`config.mk`:
```
export PLATFORM = sky130hd
export DESIGN_NAME = instr_mem_fetch_q
export DESIGN_NICKNAME = d
export VERILOG_FILES = /design/src/rtl/instr_mem_fetch_q.sv
export SDC_FILE = /design/constraint.sdc
export NUM_CORES = 1
export LEC_CHECK = 0
export BUFFER_PORTS_ARGS = -buffer_cell sky130_fd_sc_hd__buf_2
export CAP_MARGIN = 20
export CORE_MARGIN = 4
export CORE_UTILIZATION = 48
export CTS_CLUSTER_DIAMETER = 30
export DETAILED_ROUTE_END_ITERATION = 8
export GPL_TIMING_DRIVEN = 1
export PLACE_DENSITY = 0.79
export SLEW_MARGIN = 20
export SYNTH_ARGS = -nofsm -noshare
export SYNTH_HDL_FRONTEND = slang
export SYNTH_SLANG_ARGS = --single-unit
```
`constraint.sdc`:
```
create_clock -name i_clk -period 3.5 [get_ports i_clk]
set_clock_uncertainty 0.05 [all_clocks]
set_input_delay 0.7 -clock i_clk [delete_from_list [all_inputs] [get_ports i_clk]]
set_output_delay 0.7 -clock i_clk [all_outputs]
set_load 0.01 [all_outputs]
```
`src/rtl/instr_mem_fetch_q.sv`:
```
// -----------------------------------------------------------------------------
// instr_mem_fetch_q
//
// Read-only instruction memory behind a request/response handshake. Each
// accepted fetch produces one response, held in a 2-entry in-order queue.
// A response is visible on the outputs right after the edge that accepted
// its request. Misaligned or out-of-range addresses return an error flag
// with zero data. A free-running counter tracks accepted fetches.
//
// Ports:
//   i_clk          system clock, all state updates on the rising edge
//   i_reset        synchronous active-high reset (priority over everything)
//   i_flush        synchronous discard of all queued responses
//   i_req_valid    fetch request present
//   o_req_ready    block can accept a request this cycle
//   i_address      byte address of the requested instruction
//   o_resp_valid   head-of-queue response valid
//   i_resp_ready   consumer accepts the head response this cycle
//   o_resp_data    instruction word (zero on error)
//   o_resp_err     request was misaligned or out of range
//   o_fetch_count  number of accepted requests since reset (wraps)
// -----------------------------------------------------------------------------
module instr_mem_fetch_q #(
    parameter int DATA_WIDTH = 32,
    parameter int DEPTH_LOG2 = 7,
    parameter int INIT_MULT  = 3,
    parameter int CNT_WIDTH  = 16
) (
    input  logic                  i_clk,
    input  logic                  i_reset,
    input  logic                  i_flush,
    input  logic                  i_req_valid,
    output logic                  o_req_ready,
    input  logic [31:0]           i_address,
    output logic                  o_resp_valid,
    input  logic                  i_resp_ready,
    output logic [DATA_WIDTH-1:0] o_resp_data,
    output logic                  o_resp_err,
    output logic [CNT_WIDTH-1:0]  o_fetch_count
);

    localparam int DEPTH = 1 << DEPTH_LOG2;

    generate
        if (DEPTH_LOG2 < 1 || DEPTH_LOG2 > 30 || DATA_WIDTH < 1) begin : g_bad_params
            $error("instr_mem_fetch_q: DEPTH_LOG2 must be 1..30 and DATA_WIDTH >= 1");
        end
    endgenerate

    // -------------------------------------------------------------------------
    // Constant instruction image: word[i] = i * INIT_MULT, truncated.
    // -------------------------------------------------------------------------
    logic [DATA_WIDTH-1:0] w_rom [DEPTH];

    generate
        for (genvar gi = 0; gi < DEPTH; gi++) begin : g_rom
            assign w_rom[gi] = DATA_WIDTH'(64'(gi) * 64'(INIT_MULT));
        end
    endgenerate

    // -------------------------------------------------------------------------
    // Address decode
    // -------------------------------------------------------------------------
    logic [DEPTH_LOG2-1:0] w_index;
    logic                  w_misaligned;
    logic                  w_out_of_range;
    logic                  w_new_err;
    logic [DATA_WIDTH-1:0] w_new_data;

    assign w_index        = i_address[DEPTH_LOG2+1:2];
    assign w_misaligned   = |i_address[1:0];
    // Shift rather than slice so DEPTH_LOG2 = 30 (empty upper field) is legal.
    assign w_out_of_range = (i_address >> (DEPTH_LOG2 + 2)) != 32'd0;
    assign w_new_err      = w_misaligned | w_out_of_range;
    assign w_new_data     = w_new_err ? '0 : w_rom[w_index];

    // -------------------------------------------------------------------------
    // Queue state. The head slot drives the response outputs directly, so it
    // keeps its last value once the queue drains.
    // -------------------------------------------------------------------------
    logic [1:0]            r_count;
    logic [DATA_WIDTH-1:0] r_head_data;
    logic                  r_head_err;
    logic [DATA_WIDTH-1:0] r_tail_data;
    logic                  r_tail_err;
    logic [CNT_WIDTH-1:0]  r_fetch_count;

    logic w_accept;
    logic w_pop;

    // Ready depends only on registered occupancy and flush.
    assign o_req_ready   = !i_flush && (r_count < 2'd2);
    assign o_resp_valid  = (r_count != 2'd0);
    assign o_resp_data   = r_head_data;
    assign o_resp_err    = r_head_err;
    assign o_fetch_count = r_fetch_count;

    assign w_accept = i_req_valid && o_req_ready;
    assign w_pop    = o_resp_valid && i_resp_ready;

    always_ff @(posedge i_clk) begin
        if (i_reset) begin
            r_count       <= 2'd0;
            r_head_data   <= '0;
            r_head_err    <= 1'b0;
            r_fetch_count <= '0;
        end else if (i_flush) begin
            // Accept is already blocked by ready; any pop is moot.
            r_count <= 2'd0;
        end else begin
            if (w_accept) begin
                r_fetch_count <= r_fetch_count + 1'b1;
            end

            if (w_accept && w_pop) begin
                // Only possible at count 1: new entry replaces the head.
                r_head_data <= w_new_data;
                r_head_err  <= w_new_err;
            end else if (w_pop) begin
                if (r_count == 2'd2) begin
                    r_head_data <= r_tail_data;
                    r_head_err  <= r_tail_err;
                end
                r_count <= r_count - 2'd1;
            end else if (w_accept) begin
                if (r_count == 2'd0) begin
                    r_head_data <= w_new_data;
                    r_head_err  <= w_new_err;
                end else begin
                    r_tail_data <= w_new_data;
                    r_tail_err  <= w_new_err;
                end
                r_count <= r_count + 2'd1;
            end
        end
    end

endmodule

```
==> results <==
- The flow ran to the end, and the final reports show no timing, DRC or antenna violations.
- The synthesized netlist contains 51 unique library cells.
- The die span in x is 77.3 um.
- Of the cells placed in the final design, the portion with a size suffix greater than 1 is 26.3%.
- For this run, the total global-route usage over all layers was measured as 16.7%.
- The sequential cell area fraction in the yosys report is 37.4%.
- By startpoint and endpoint, the worst setup path is classified as reg2reg.
- The post-synthesis instance area is 0.00230 mm2.
- The cell leakage power is 0.00117 uW.
- The worst hold path was traced through 2 stages.
- The cell sitting at the root of the clock tree is a sky130_fd_sc_hd__clkbuf_8.
- The fraction of synthesis flops using an asynchronous set or reset pin is 0%.
- Entering global routing, the biggest net connects 26 pins.
- Setup slack on the critical path of the routed design comes to 0.853 ns.
- At the end of the flow, the number of nets in the layout was 360.
- Counting tap cells, the placed design contains a total of 360 instances.
- The path class of the tightest hold or removal check is reg2reg.
- The share of the core filled with cells is 59.1%.
- After synthesis, the mean cell area works out to 9.03 um2.
- The prevailing post-synth register cell is sky130_fd_sc_hd__dfxtp_1.
- The number of warnings printed during yosys synthesis is 0.
- The number of diodes added for antenna fixing is 0.
- The via count of the first global-routing pass was 1795.
- The initial antenna violation count is 0.
- Once detail routing completed, the nets flagged for antenna violations numbered 0.
- The final hold violation count is 0.
- The floorplan step defined a die boundary enclosing 0.00597 mm2.
- Counting cells, the worst reg-to-reg path comes to 8.
- The standard-cell row count is 24.
- The startpoint of the lowest-slack register-to-register path is r_count[1].
- The top-level port count is 88.
- The final wirelength is 5060 um.
- The number of vias after detailed routing is 2003.
- Dividing the detail-routed wire length by the instance count gives 13.8 um.
- The layout overhead on the synthesized area is 15.6%.
- In the layout the commonest cells are sky130_fd_sc_hd__buf_2 (64), sky130_fd_sc_hd__dfxtp_1 (28), sky130_fd_sc_hd__nor2_1 (26).
- OpenSTA, run right after detailed placement, puts the worst setup slack at 0.605 ns.
- The maximum fanout encountered on the critical timing path is 13.
- For the finished layout, the period the worst path requires is 2.65 ns.
- The filler cells instantiated in the layout total 406.
- The kind of start point of the critical path is a register.
- The detail-routed via count per cell is 5.44.
- Buffers inserted to repair hold after CTS numbered 0.
- The worst register-to-register path ends at o_resp_data[8].
- The final setup violation count is 0.
- The number of clock sinks seen by CTS is 38.
- The number of pins with negative max-slew slack in the final report came to 0.
- The die outline height is 77.3 um.
- The clock buffer count from CTS is 5.
- In this run, synthesis inferred 10 flip-flops with an integrated enable.
- The worst endpoint required time is 3.60 ns.
- The clock tree buffer depth is 2.
- The share of the clock period used by the worst path is 75.6%.
- The first detailed-routing pass ran for 4 iterations.
- The endpoint type of the worst setup path is a register.
- The first global-routing pass estimated 8110 um of wire.
- Summed over all layers, the global routing overflow is 0.
- STA puts the critical path data arrival time at 2.75 ns.
- Post-CTS repair changed the size of 0 cells.
- The commonest non-fill, non-tap cell in the layout is sky130_fd_sc_hd__buf_2.
- Setup repair after global routing left no endpoint under its margin.
- At the end of routability-driven placement, the weighted congestion stood at 0.771.
- The total number of H-tree levels is 2.
- The number of cells produced by synthesis is 255.
- The quantity of I/O buffers inserted on ports is 64.
- The reported max-cap violation count is 0.
- The CTS tree is built.
- The register-to-register setup slack is 0.85 ns.
- The number of buffers added for setup after CTS is 0.
- In this run the most critical hold path is launched from o_resp_err.
- For the final routed database, the setup TNS stands at 0 ns.
- The detailed router finished its first iteration with 123 violations.
- The source-to-sink clock delay at the later pin of the worst-skew pair is 0.29 ns.
- The worst slack on hold paths is 0.426 ns.
- The core outline area is 0.00450 mm2.
- Derived from the worst setup path, the maximum achievable clock frequency is 378 MHz.
- The end point of the worst hold path is o_resp_err.
- The total half-perimeter wirelength after legalization and detailed placement is 3890 um.
- The starting density of the core is 51.1%.
- After detailed routing, the number of remaining DRC violations is 0.
- Power spread over the standard cell area amounts to 343 mW/mm2.
- IR analysis of the VDD net gives a maximum drop of 176 uV.
- After synthesis the netlist holds a flip-flop and latch count of 38.
- After the flow finishes, the layout carries non-filler instances totaling 368.
- The clock-pin transition on the worst setup and hold timing paths is 0.08 ns.
stage by stage:
| stage | power [uW] | cell area [um2] |
|---|---|---|
| 3_5_place_dp | 592 | 2560 |
| 6_report | 914 | 2660 |
| 4_1_cts | 922 | 2660 |
| 2_1_floorplan | 567 | 2390 |
| 3_3_place_gp | 588 | 2560 |
| 5_1_grt | 956 | 2660 |
power breakdown:
group / total (uW) / switching, uW / internal (uW)
clock: 331 / 147 / 184
sequential: 461 / 5.83 / 456
combinational: 121 / 70.7 / 50.6
worst max-delay path: stages, from the launching register on:
cell and delay [ns]:
sky130_fd_sc_hd__dfxtp_1 0.42, sky130_fd_sc_hd__o21ai_2 0.37, sky130_fd_sc_hd__inv_1 0.12, sky130_fd_sc_hd__ha_1 0.22
sky130_fd_sc_hd__or3b_4 0.38, sky130_fd_sc_hd__a221oi_4 0.37, sky130_fd_sc_hd__buf_4 0.26, sky130_fd_sc_hd__mux2i_1 0.24
sky130_fd_sc_hd__a311oi_2 0.06
worst max path at each step:
stage,startpoint,end,slack (ns)
after floorplan,i_flush,o_resp_data[5],0.47
after global placement,i_flush,o_resp_data[8],0.69
after detailed placement,i_flush,o_resp_data[8],0.61
after CTS,r_count[0],o_resp_data[8],0.85
after global routing,r_count[1],o_resp_data[8],0.65
final,r_count[1],o_resp_data[8],0.85
layout make-up:
class / count / area [um2] / area share (%)
Timing Repair Buffer: 66 / 335 / 12.6
Tap cell: 52 / 65.1 / 2.44
Inverter: 9 / 33.8 / 1.27
Multi-Input combinational cell: 195 / 1270 / 47.6
Sequential cell: 38 / 861 / 32.3
Clock buffer: 8 / 101 / 3.81
registers in the layout, indices dropped and copies added, names as in the netlist:
| signal | flops |
|---|---|
| o_fetch_count | 16 |
| o_resp_data | 9 |
| r_tail_data | 9 |
| r_count | 2 |
| o_resp_err | 1 |
| r_tail_err | 1 |
Yosys cell counts (all sizes together) (3+ instances only):
library cell,count,area [um2]
buf,28,199
dfxtp,28,561
nor2,26,97.6
o21ai,14,73.8
edfxtp,10,300
nand2,10,37.5
inv,9,33.8
a21oi,8,40.0
ha,8,100
nand4,8,50.1
clkbuf,7,26.3
mux2i,7,70.1
xor2,7,61.3
nand3,6,30.0
nor2b,6,37.5
nor3,6,30.0
nor4,6,37.5
or3,6,37.5
nor3b,5,37.5
xnor2,5,43.8
a31oi,4,25.0
and3,4,25.0
o32ai,4,35.0
and4,3,26.3
cells by family after synthesis:
kind of cell	after synthesis	share of synthesized area [%]
and+or+nand+nor	98	24.6
muxes	9	4.02
AOI/OAI and AO/OA	45	13.7
buffers and inverters	44	11.2
DFF	38	37.4
xor gates and xnor gates	12	4.56
adders and majority gates	8	4.35
other	1	0.163
metal layers:
layer | GRT usage [%] | part of all wire, %
met1 | 20.2 | 44
met2 | 28.4 | 48
met3 | 3.75 | 6.0
met4 | 6.76 | 1.7
met5 | 0 | 0
Note: power is estimated with default switching activity, not from simulation.
